**config.mk**
```make
export PLATFORM = sky130hd
export DESIGN_NAME = scan_test_ctrl
export DESIGN_NICKNAME = d
export VERILOG_FILES = /design/src/rtl/scan_test_ctrl.sv
export SDC_FILE = /design/constraint.sdc
export NUM_CORES = 1
export LEC_CHECK = 0
export ABC_AREA = 1
export CORE_UTILIZATION = 55
export DETAILED_ROUTE_END_ITERATION = 10
export GPL_ROUTABILITY_DRIVEN = 1
export PLACE_DENSITY = 0.77
export SLEW_MARGIN = 20
export SYNTH_ARGS = -nofsm -noshare
export SYNTH_HDL_FRONTEND = slang
export SYNTH_SLANG_ARGS = --single-unit
```
**constraint.sdc**
```tcl
create_clock -name CLK -period 5.29 [get_ports CLK]
set_clock_uncertainty 0.2 [all_clocks]
set_input_delay 0.7935 -clock CLK [delete_from_list [all_inputs] [get_ports CLK]]
set_output_delay 0.7935 -clock CLK [all_outputs]
set_load 0.01 [all_outputs]
```
**src/rtl/scan_test_ctrl.sv**
```systemverilog
// scan_test_ctrl -- sequencer for a single scan chain test session.
// Loads num_pat patterns through the chain, pulses one capture clock after
// each load, and compares the bits shifted out of the chain against the
// expected stream, keeping a saturating mismatch count.
// Optional diagnostics (first mismatch location, any-fail flag) are built
// only when the macro SCAN_DIAG_EN is defined.
module scan_test_ctrl #(
    parameter int  CHAIN_LEN = 16,
    parameter int  PAT_W     = 8,
    parameter int  ERR_W     = 16,
    localparam int BIT_W     = $clog2(CHAIN_LEN)
) (
    input  logic             CLK,
    input  logic             RSTN,
    input  logic             start,
    input  logic             abort,
    input  logic [PAT_W-1:0] num_pat,
    input  logic             pat_valid,
    output logic             pat_ready,
    input  logic             si_bit,
    input  logic             exp_bit,
    input  logic             scan_out,
    output logic             scan_en,
    output logic             chain_ce,
    output logic             scan_in,
    output logic             busy,
    output logic             done,
    output logic [ERR_W-1:0] fail_cnt,
`ifdef SCAN_DIAG_EN
    output logic [PAT_W-1:0] first_fail_pat,
    output logic [BIT_W-1:0] first_fail_bit,
    output logic             any_fail,
`endif
    output logic [2:0]       dbg_state
);

    // Bit-pair handshake: pat_ready depends only on the current state (high in
    // SHIFT and UNLOAD); a transfer happens in any cycle where pat_valid and
    // pat_ready are both high, and exactly one si_bit/exp_bit pair is consumed
    // at the following rising edge. pat_valid may be dropped at any time.

    typedef enum logic [2:0] {
        ST_IDLE    = 3'd0,
        ST_SHIFT   = 3'd1,
        ST_CAPTURE = 3'd2,
        ST_UNLOAD  = 3'd3,
        ST_DONE    = 3'd4
    } state_e;

    localparam logic [BIT_W-1:0] LAST_BIT = BIT_W'(CHAIN_LEN - 1);
    localparam logic [ERR_W-1:0] ERR_MAX  = {ERR_W{1'b1}};

    state_e           state_q, state_d;
    logic [BIT_W-1:0] bit_cnt_q, bit_cnt_d;
    logic [PAT_W-1:0] pat_cnt_q, pat_cnt_d;
    logic [PAT_W-1:0] num_pat_q, num_pat_d;
    logic [ERR_W-1:0] fail_cnt_q, fail_cnt_d;

    logic start_acc;
    logic abort_hit;
    logic xfer;
    logic cmp_en;
    logic mis_evt;

    // A start only opens a session from IDLE with a non-zero pattern count.
    assign start_acc = (state_q == ST_IDLE) && start && (num_pat != '0);
    // Abort is meaningful only while a session (or its DONE beat) is running.
    assign abort_hit = abort && (state_q != ST_IDLE);
    // One bit pair moves through the chain in this cycle.
    assign xfer      = pat_valid && ((state_q == ST_SHIFT) || (state_q == ST_UNLOAD));
    // The first load finds no captured response in the chain, so skip it.
    assign cmp_en    = xfer && ((state_q == ST_UNLOAD) || (pat_cnt_q != '0));
    // A counted mismatch; an aborting cycle never updates the result.
    assign mis_evt   = cmp_en && (scan_out ^ exp_bit) && !abort_hit;

    // Next-state, counter updates and chain control outputs.
    always_comb begin
        state_d    = state_q;
        bit_cnt_d  = bit_cnt_q;
        pat_cnt_d  = pat_cnt_q;
        num_pat_d  = num_pat_q;
        fail_cnt_d = fail_cnt_q;
        pat_ready  = 1'b0;
        scan_en    = 1'b0;
        chain_ce   = 1'b0;
        scan_in    = 1'b0;
        busy       = 1'b0;
        done       = 1'b0;

        case (state_q)
            ST_IDLE: begin
                if (start) begin
                    if (start_acc) begin
                        state_d    = ST_SHIFT;
                        num_pat_d  = num_pat;
                        fail_cnt_d = '0;
                        bit_cnt_d  = '0;
                        pat_cnt_d  = '0;
                    end else begin
                        // Empty session: report completion straight away.
                        state_d = ST_DONE;
                    end
                end
            end

            ST_SHIFT: begin
                busy      = 1'b1;
                pat_ready = 1'b1;
                scan_en   = 1'b1;
                chain_ce  = xfer;
                scan_in   = xfer && si_bit;
                if (xfer) begin
                    if (bit_cnt_q == LAST_BIT) begin
                        bit_cnt_d = '0;
                        state_d   = ST_CAPTURE;
                    end else begin
                        bit_cnt_d = bit_cnt_q + BIT_W'(1);
                    end
                end
            end

            ST_CAPTURE: begin
                busy      = 1'b1;
                chain_ce  = 1'b1;
                pat_cnt_d = pat_cnt_q + PAT_W'(1);
                // pat_cnt_q < num_pat_q always holds here, so no overflow.
                if (pat_cnt_d < num_pat_q) begin
                    state_d = ST_SHIFT;
                end else begin
                    state_d = ST_UNLOAD;
                end
            end

            ST_UNLOAD: begin
                busy      = 1'b1;
                pat_ready = 1'b1;
                scan_en   = 1'b1;
                chain_ce  = xfer;
                if (xfer) begin
                    if (bit_cnt_q == LAST_BIT) begin
                        bit_cnt_d = '0;
                        state_d   = ST_DONE;
                    end else begin
                        bit_cnt_d = bit_cnt_q + BIT_W'(1);
                    end
                end
            end

            ST_DONE: begin
                done      = 1'b1;
                state_d   = ST_IDLE;
                bit_cnt_d = '0;
                pat_cnt_d = '0;
            end

            default: begin
                state_d   = ST_IDLE;
                bit_cnt_d = '0;
                pat_cnt_d = '0;
            end
        endcase

        if (mis_evt && (fail_cnt_q != ERR_MAX)) begin
            fail_cnt_d = fail_cnt_q + ERR_W'(1);
        end

        // Abort wins over every transition; the result register is frozen.
        if (abort_hit) begin
            state_d    = ST_IDLE;
            bit_cnt_d  = '0;
            pat_cnt_d  = '0;
            fail_cnt_d = fail_cnt_q;
        end
    end

    // State and counter registers with asynchronous active-low reset.
    always_ff @(posedge CLK or negedge RSTN) begin
        if (!RSTN) begin
            state_q    <= ST_IDLE;
            bit_cnt_q  <= '0;
            pat_cnt_q  <= '0;
            num_pat_q  <= '0;
            fail_cnt_q <= '0;
        end else begin
            state_q    <= state_d;
            bit_cnt_q  <= bit_cnt_d;
            pat_cnt_q  <= pat_cnt_d;
            num_pat_q  <= num_pat_d;
            fail_cnt_q <= fail_cnt_d;
        end
    end

    assign fail_cnt  = fail_cnt_q;
    assign dbg_state = state_q;

`ifdef SCAN_DIAG_EN
    logic [PAT_W-1:0] ff_pat_q, ff_pat_d;
    logic [BIT_W-1:0] ff_bit_q, ff_bit_d;
    logic             any_fail_q, any_fail_d;

    // Latch the location of the first mismatch after an accepted start.
    // The response unloaded during a load (or the final unload) belongs to
    // the previously captured pattern, hence pat_cnt_q - 1.
    always_comb begin
        ff_pat_d   = ff_pat_q;
        ff_bit_d   = ff_bit_q;
        any_fail_d = any_fail_q;
        if (start_acc) begin
            ff_pat_d   = '0;
            ff_bit_d   = '0;
            any_fail_d = 1'b0;
        end else if (mis_evt && !any_fail_q) begin
            ff_pat_d   = pat_cnt_q - PAT_W'(1);
            ff_bit_d   = bit_cnt_q;
            any_fail_d = 1'b1;
        end
    end

    // Diagnostic registers with asynchronous active-low reset.
    always_ff @(posedge CLK or negedge RSTN) begin
        if (!RSTN) begin
            ff_pat_q   <= '0;
            ff_bit_q   <= '0;
            any_fail_q <= 1'b0;
        end else begin
            ff_pat_q   <= ff_pat_d;
            ff_bit_q   <= ff_bit_d;
            any_fail_q <= any_fail_d;
        end
    end

    assign first_fail_pat = ff_pat_q;
    assign first_fail_bit = ff_bit_q;
    assign any_fail       = any_fail_q;
`endif

endmodule

```
==> results.tsv, run 1 <==
metric	value	unit
place_congestion	0.829	
ys_types	35	
clock_latency	0.29	ns
io_pins	41	
start_util	0.590	
yosysMostFrequentCell	nand2_1	
die_area	5080	um2
ys_ff_latch	39	
arrival	2.07	ns
yosys-top-cells-count	nand2_1, inv_1, dfrtp_1	
finalNetCount	395	
clock-sinks	39	
tns	0	ns
finalMaxSlewViolations	0	
drt-vias-per-instance	5.25	
cts_tree	yes	
syn2layout_area_growth	18.0	%
violations	DRC	
fmax	327	MHz
p_total	1.01	mW
cts_max_level	2	
placedInstanceArea	3020	um2
cts_hold_buf	0	
power_leakage	1.47	nW
ys_seq_area_frac	0.370	
worst-setup-path-type	input port to output pin	
netlist_area	2640	um2
final-seq-area	976	um2
grt_pass1_wl	9.39	mm
cts_made_buffers	5	
vias	2212	
grt_overflow	0	
fillers	393	
p_per_area	324	nW/um2
grt_max_degree	40	
max_stage_delay	0.56	ns
yosys-top-cells-area	dfrtp_1, nand2_1, inv_1	
drc	2	
hold_violations	0	
hold_class	flip-flop to flip-flop	
postCtsSetupBuffers	0	
crit_required	4.30	ns
syn_area_per_cell	8.02	um2
yosysTopAreaCellShare	0.370	
dieWidth	71.3	um
critPathCaptureType	output pin	
worst_slew_pin_slew	0.859	ns
dp_hpwl	3.83	mm
fin_crit_sh	0.579	
cp_top_family	buffers and inverters	
drt_iter0_drc	102	
cp_common_cell	clkdlybuf4s50_1	
final_layout_size_suffix_gt1_frac	0.163	
grt_usage	0.236	
rows	24	
drv_cap	0	
multi_input_area	1390	um2
root_buffer	clkbuf_8	
yosys.area.top_type	dfrtp_1	
relSlewSlack	0.427	
run_status	complete, but fails checks	
ant_nets	0	
core	4470	um2
synth_warnings	0	
setup_viol	0	
diodes	0	
avgRoutedWirePerCell	12.5	um
cp_max_fo	3	
crit_buf_inv	3	
ctsLongestPathBuffers	2	
port_buffers	40	
dr.pass1.iters	7	
clkTransAtPathRegs	0.08	ns
peakVddDrop	0.224	mV
postRouteWirelength	5.27	mm
start_kind	input port	
period_needed	3.06	ns
synth_cells	329	
grt_pass1_vias	2111	
synthFlopType	dfrtp_1	
syn-num-nets	356	
synth_edf_count	0	
antenna_found_initial	0	
ys_async_sr_fraction	1.00	
path_cells	clkdlybuf4s50_1 > inv_1 > o21ai_0 > clkdlybuf4s50_1	
crit_slowest_cell	clkdlybuf4s50_1	
postLayoutCellArea	3120	um2
die_h	71.3	um
rsz0062_at_grt	false	
cts_resized	0	
[tightest hold or removal path: cells and delay by family (launching register included)]
kind | cells | cell delay, ns
flip-flops | 1 | 0.35
AND/OR/NAND/NOR | 2 | 0.11
[layer usage]
layer	global-route usage	part of all wire	up-vias
met5	0	0	-
met4	0.0667	0.010	0
met3	0.0478	0.038	6
met2	0.385	0.47	48
met1	0.320	0.48	1029
li1	-	-	1129
[cells by family (layout without fill, tap and decap cells)]
logic type                 Yosys count  after routing  synth area share
xor gates and xnor gates            18             18            0.0626
buffers and inverters               55             95             0.102
AOI/OAI and AO/OA                   37             37            0.0915
and+or+nand+nor                    169            169             0.322
adders and majority gates           11             11            0.0521
DFF                                 39             39             0.370
[power by group]
part / internal (mW) / switching [mW]
combinational: 0.157 / 0.245
clock: 0.119 / 0.104
sequential: 0.345 / 0.0412
[area by class of cell]
type | instances | area share
Multi-Input combinational cell | 235 | 0.447
Sequential cell | 39 | 0.313
Timing Repair Buffer | 40 | 0.127
Inverter | 47 | 0.0594
Clock buffer | 8 | 0.0321
Tap cell | 52 | 0.0209
[through the flow]
stage	utilization	hold slack, ns	setup WS [ns]	instances
after global routing	0.696	0.315	2.10	421
after global placement	0.674	0.257	2.27	413
after CTS	0.696	0.279	2.22	421
after detailed placement	0.674	0.260	2.24	413
after floorplan	-	0.242	3.17	329
final	0.696	0.277	2.23	421
[final timing paths]
path	start	endpoint	slack [ns]	cells after the start
max reg2reg	pat_cnt_q[3]	dbg_state[1]	2.95	14
min reg2reg	num_pat_q[2]	num_pat_q[2]	0.28	2
min	num_pat_q[2]	num_pat_q[2]	0.28	2
min in group asynchronous	RSTN	num_pat_q[3]	0.40	1
max	pat_valid	chain_ce	2.23	4
max in group asynchronous	RSTN	pat_cnt_q[7]	3.94	1
[sequential cells by signal, summed over array words and instances (netlist names)]
register,flops
num_pat_q,8
pat_cnt_q,8
fail_cnt,16
bit_cnt_q,4
dbg_state,3
[placed cells by master, fill, tap and decap left out, drive strengths merged, types with 2 or more instances in the layout]
master and instances:
a21oi 5, clkbuf 8, clkdlybuf4s50 39, dfrtp 39, ha 11, inv 46, nand2 85, nand3 33
nand4 8, nor2 34, nor3 3, o21ai 29, or2 3, xnor2 2, xor2 16
(Power assumes the default switching activity.)
==> run 2, diff against run 1 <==
CORE_UTILIZATION = 54   (was 55)
PLACE_DENSITY = 0.76   (was 0.77)
clock period = 2.9 ns   (was 5.29 ns; I/O delays follow)
==> run 2 against run 1 <==
The flow now finishes without violations; wire length decreased by 0.66%; register-to-register slack got worse by 2.4 ns; core utilization decreased by 3.1 points; non-clock buffer count increased by 1; critical endpoint unchanged; largest power group unchanged; highest routed layer unchanged.
==> results.tsv, run 2 (same netlist as run 1, synthesis figures left out) <==
metric	value	unit	change
run_status	complete, no violations		
critPathCaptureType	output pin		
clkTransAtPathRegs	0.07	ns	about the same
arrival	1.79	ns	-0.28 ns
cts_made_buffers	5		unchanged
grt_overflow	0		unchanged
rows	25		+4.2%
die_area	5170	um2	+1.8%
combPwrFrac	0.401		+0.003
final_common_cell	nand2_1		
die_h	71.9	um	+0.90%
power_leakage	1.47	nW	+0.30%
period_needed	2.43	ns	
finalNetCount	396		+0.25%
timing.hold.ws	0.0686	ns	-0.209 ns
cts_max_level	2		unchanged
worst-setup-path-type	flip-flop to output pin		
crit_slowest_cell	clkdlybuf4s50_1		
relSlewSlack	0.402		-0.0253
switching_share	0.388		+0.00134
grt_pass1_wl	9.30	mm	-0.95%
root_buffer	clkbuf_8		
drc	0		-2
p_per_area	591	nW/um2	+82%
p_seq_frac	0.378		-0.004
postLayoutCellArea	3140	um2	+0.84%
fmax	412	MHz	
p_int	1.14	mW	+83%
dp_hpwl	3.88	mm	+1.3%
cp_max_fo	6		+3
cts_hold_buf	0		unchanged
cts_tree	yes		
grt_usage	0.227		-0.00909
port_buffers	40		unchanged
p_total	1.86	mW	+84%
tns	0	ns	unchanged
max_stage_delay	0.56	ns	about the same
io_pins	41		unchanged
hold_class	input port to asynchronous set/reset pin		
grt_pass1_vias	2079		-1.5%
drv_cap	0		unchanged
ant_nets	0		unchanged
grt_max_degree	40		unchanged
most-common-layout-cells	nand2_1, inv_1, dfrtp_1, clkdlybuf4s50_1, nand3_1		
largest_register_ffs	16		unchanged
clock_latency	0.29	ns	about the same
cp_top_family	buffers and inverters		
vias	2222		+0.45%
drt-vias-per-instance	5.08		-3.2%
dr.pass1.iters	5		-2
postCtsSetupBuffers	0		unchanged
final_layout_size_suffix_gt1_frac	0.165		+0.00226
cts_resized	0		unchanged
rsz0062_at_grt	false		
antenna_found_initial	0		unchanged
placedInstanceArea	3040	um2	+0.87%
clock-sinks	39		unchanged
dieWidth	71.9	um	+0.90%
fin_crit_sh	0.838		
drt_iter0_drc	102		unchanged
syn2layout_area_growth	19.0	%	
avgRoutedWirePerCell	12.0	um	-4.3%
diodes	0		unchanged
fin_util	0.665		-0.0311
clockPowerShare	0.221		about the same
path_cells	inv_2 > nand3_1 > o21ai_0 > clkdlybuf4s50_1		
core	4720	um2	+5.6%
peakVddDrop	0.544	mV	+140%
crit_buf_inv	2		-1
finalMaxSlewViolations	0		unchanged
setup_viol	0		unchanged
hold_violations	0		unchanged
start_kind	flip-flop		
worst_slew_pin_slew	0.897	ns	+0.0379 ns
ctsLongestPathBuffers	2		unchanged
p_sw	0.720	mW	+84%
fillers	431		+9.7%
crit_required	2.27	ns	-2.03 ns
postRouteWirelength	5.24	mm	-0.66%
start_util	0.559		-0.0311
place_congestion	0.849		+2.4%
## run 2: changes by cell type in the layout (fill, tap and decap cells not counted), sizes merged
cell,change
buf,+1
## run 2: per-layer routing
metal  up-vias  global-route usage  routed length [um]
li1       1131                   -                   -
met1      1026               0.310                2520
met2        57               0.376                2500
met3         8              0.0431                 157
met4         0              0.0523                  61
met5         -                   0                   0
## run 2: layout make-up
cell class | instances | area (um2) | area share
tap | 67 | 83.8 | 0.0267
sequential | 39 | 976 | 0.311
clock buffer | 8 | 100 | 0.0319
timing repair buffer | 41 | 403 | 0.128
multi-input combinational | 235 | 1390 | 0.444
inverter | 47 | 185 | 0.0589
## run 2: worst paths after layout
path / from / endpoint / slack, ns / cells past startpoint
min in group CLK: num_pat_q[2] / num_pat_q[2] / 0.29 / 2
max in group asynchronous: RSTN / fail_cnt[6] / 1.88 / 1
min reg2reg: num_pat_q[2] / num_pat_q[2] / 0.29 / 2
max: dbg_state[2] / chain_ce / 0.47 / 4
min: RSTN / num_pat_q[4] / 0.07 / 1
max reg2reg: pat_cnt_q[0] / dbg_state[1] / 0.52 / 14
## run 2: power groups by stage
stage	combinational, mW	clock, mW	sequential, mW
finish	0.744	0.411	0.701
global route	0.841	0.439	0.715
CTS	0.752	0.419	0.701
detailed placement	0.745	0	0.711
global placement	0.735	0	0.709
floorplan	0.531	0	0.706
## run 2: worst register-to-register path, stage by stage (launching register included)
cell and delay, ns:
dfrtp_1 0.43, inv_1 0.12, nor2_1 0.09, nand4_1 0.07, inv_1 0.06, or2_2 0.28
and2_1 0.16, ha_1 0.29, a21oi_1 0.16, o21a_1 0.14, nand2_1 0.08, nand2_1 0.06
nand2_1 0.04, nand2_1 0.05, nand2_1 0.05
## run 2: metrics by stage
stage / setup WS [ns] / instances
after global placement: 0.592 / 429
after CTS: 0.455 / 437
after detailed placement: 0.555 / 429
after global routing: 0.297 / 437
final: 0.471 / 437
after floorplan: 0.777 / 329
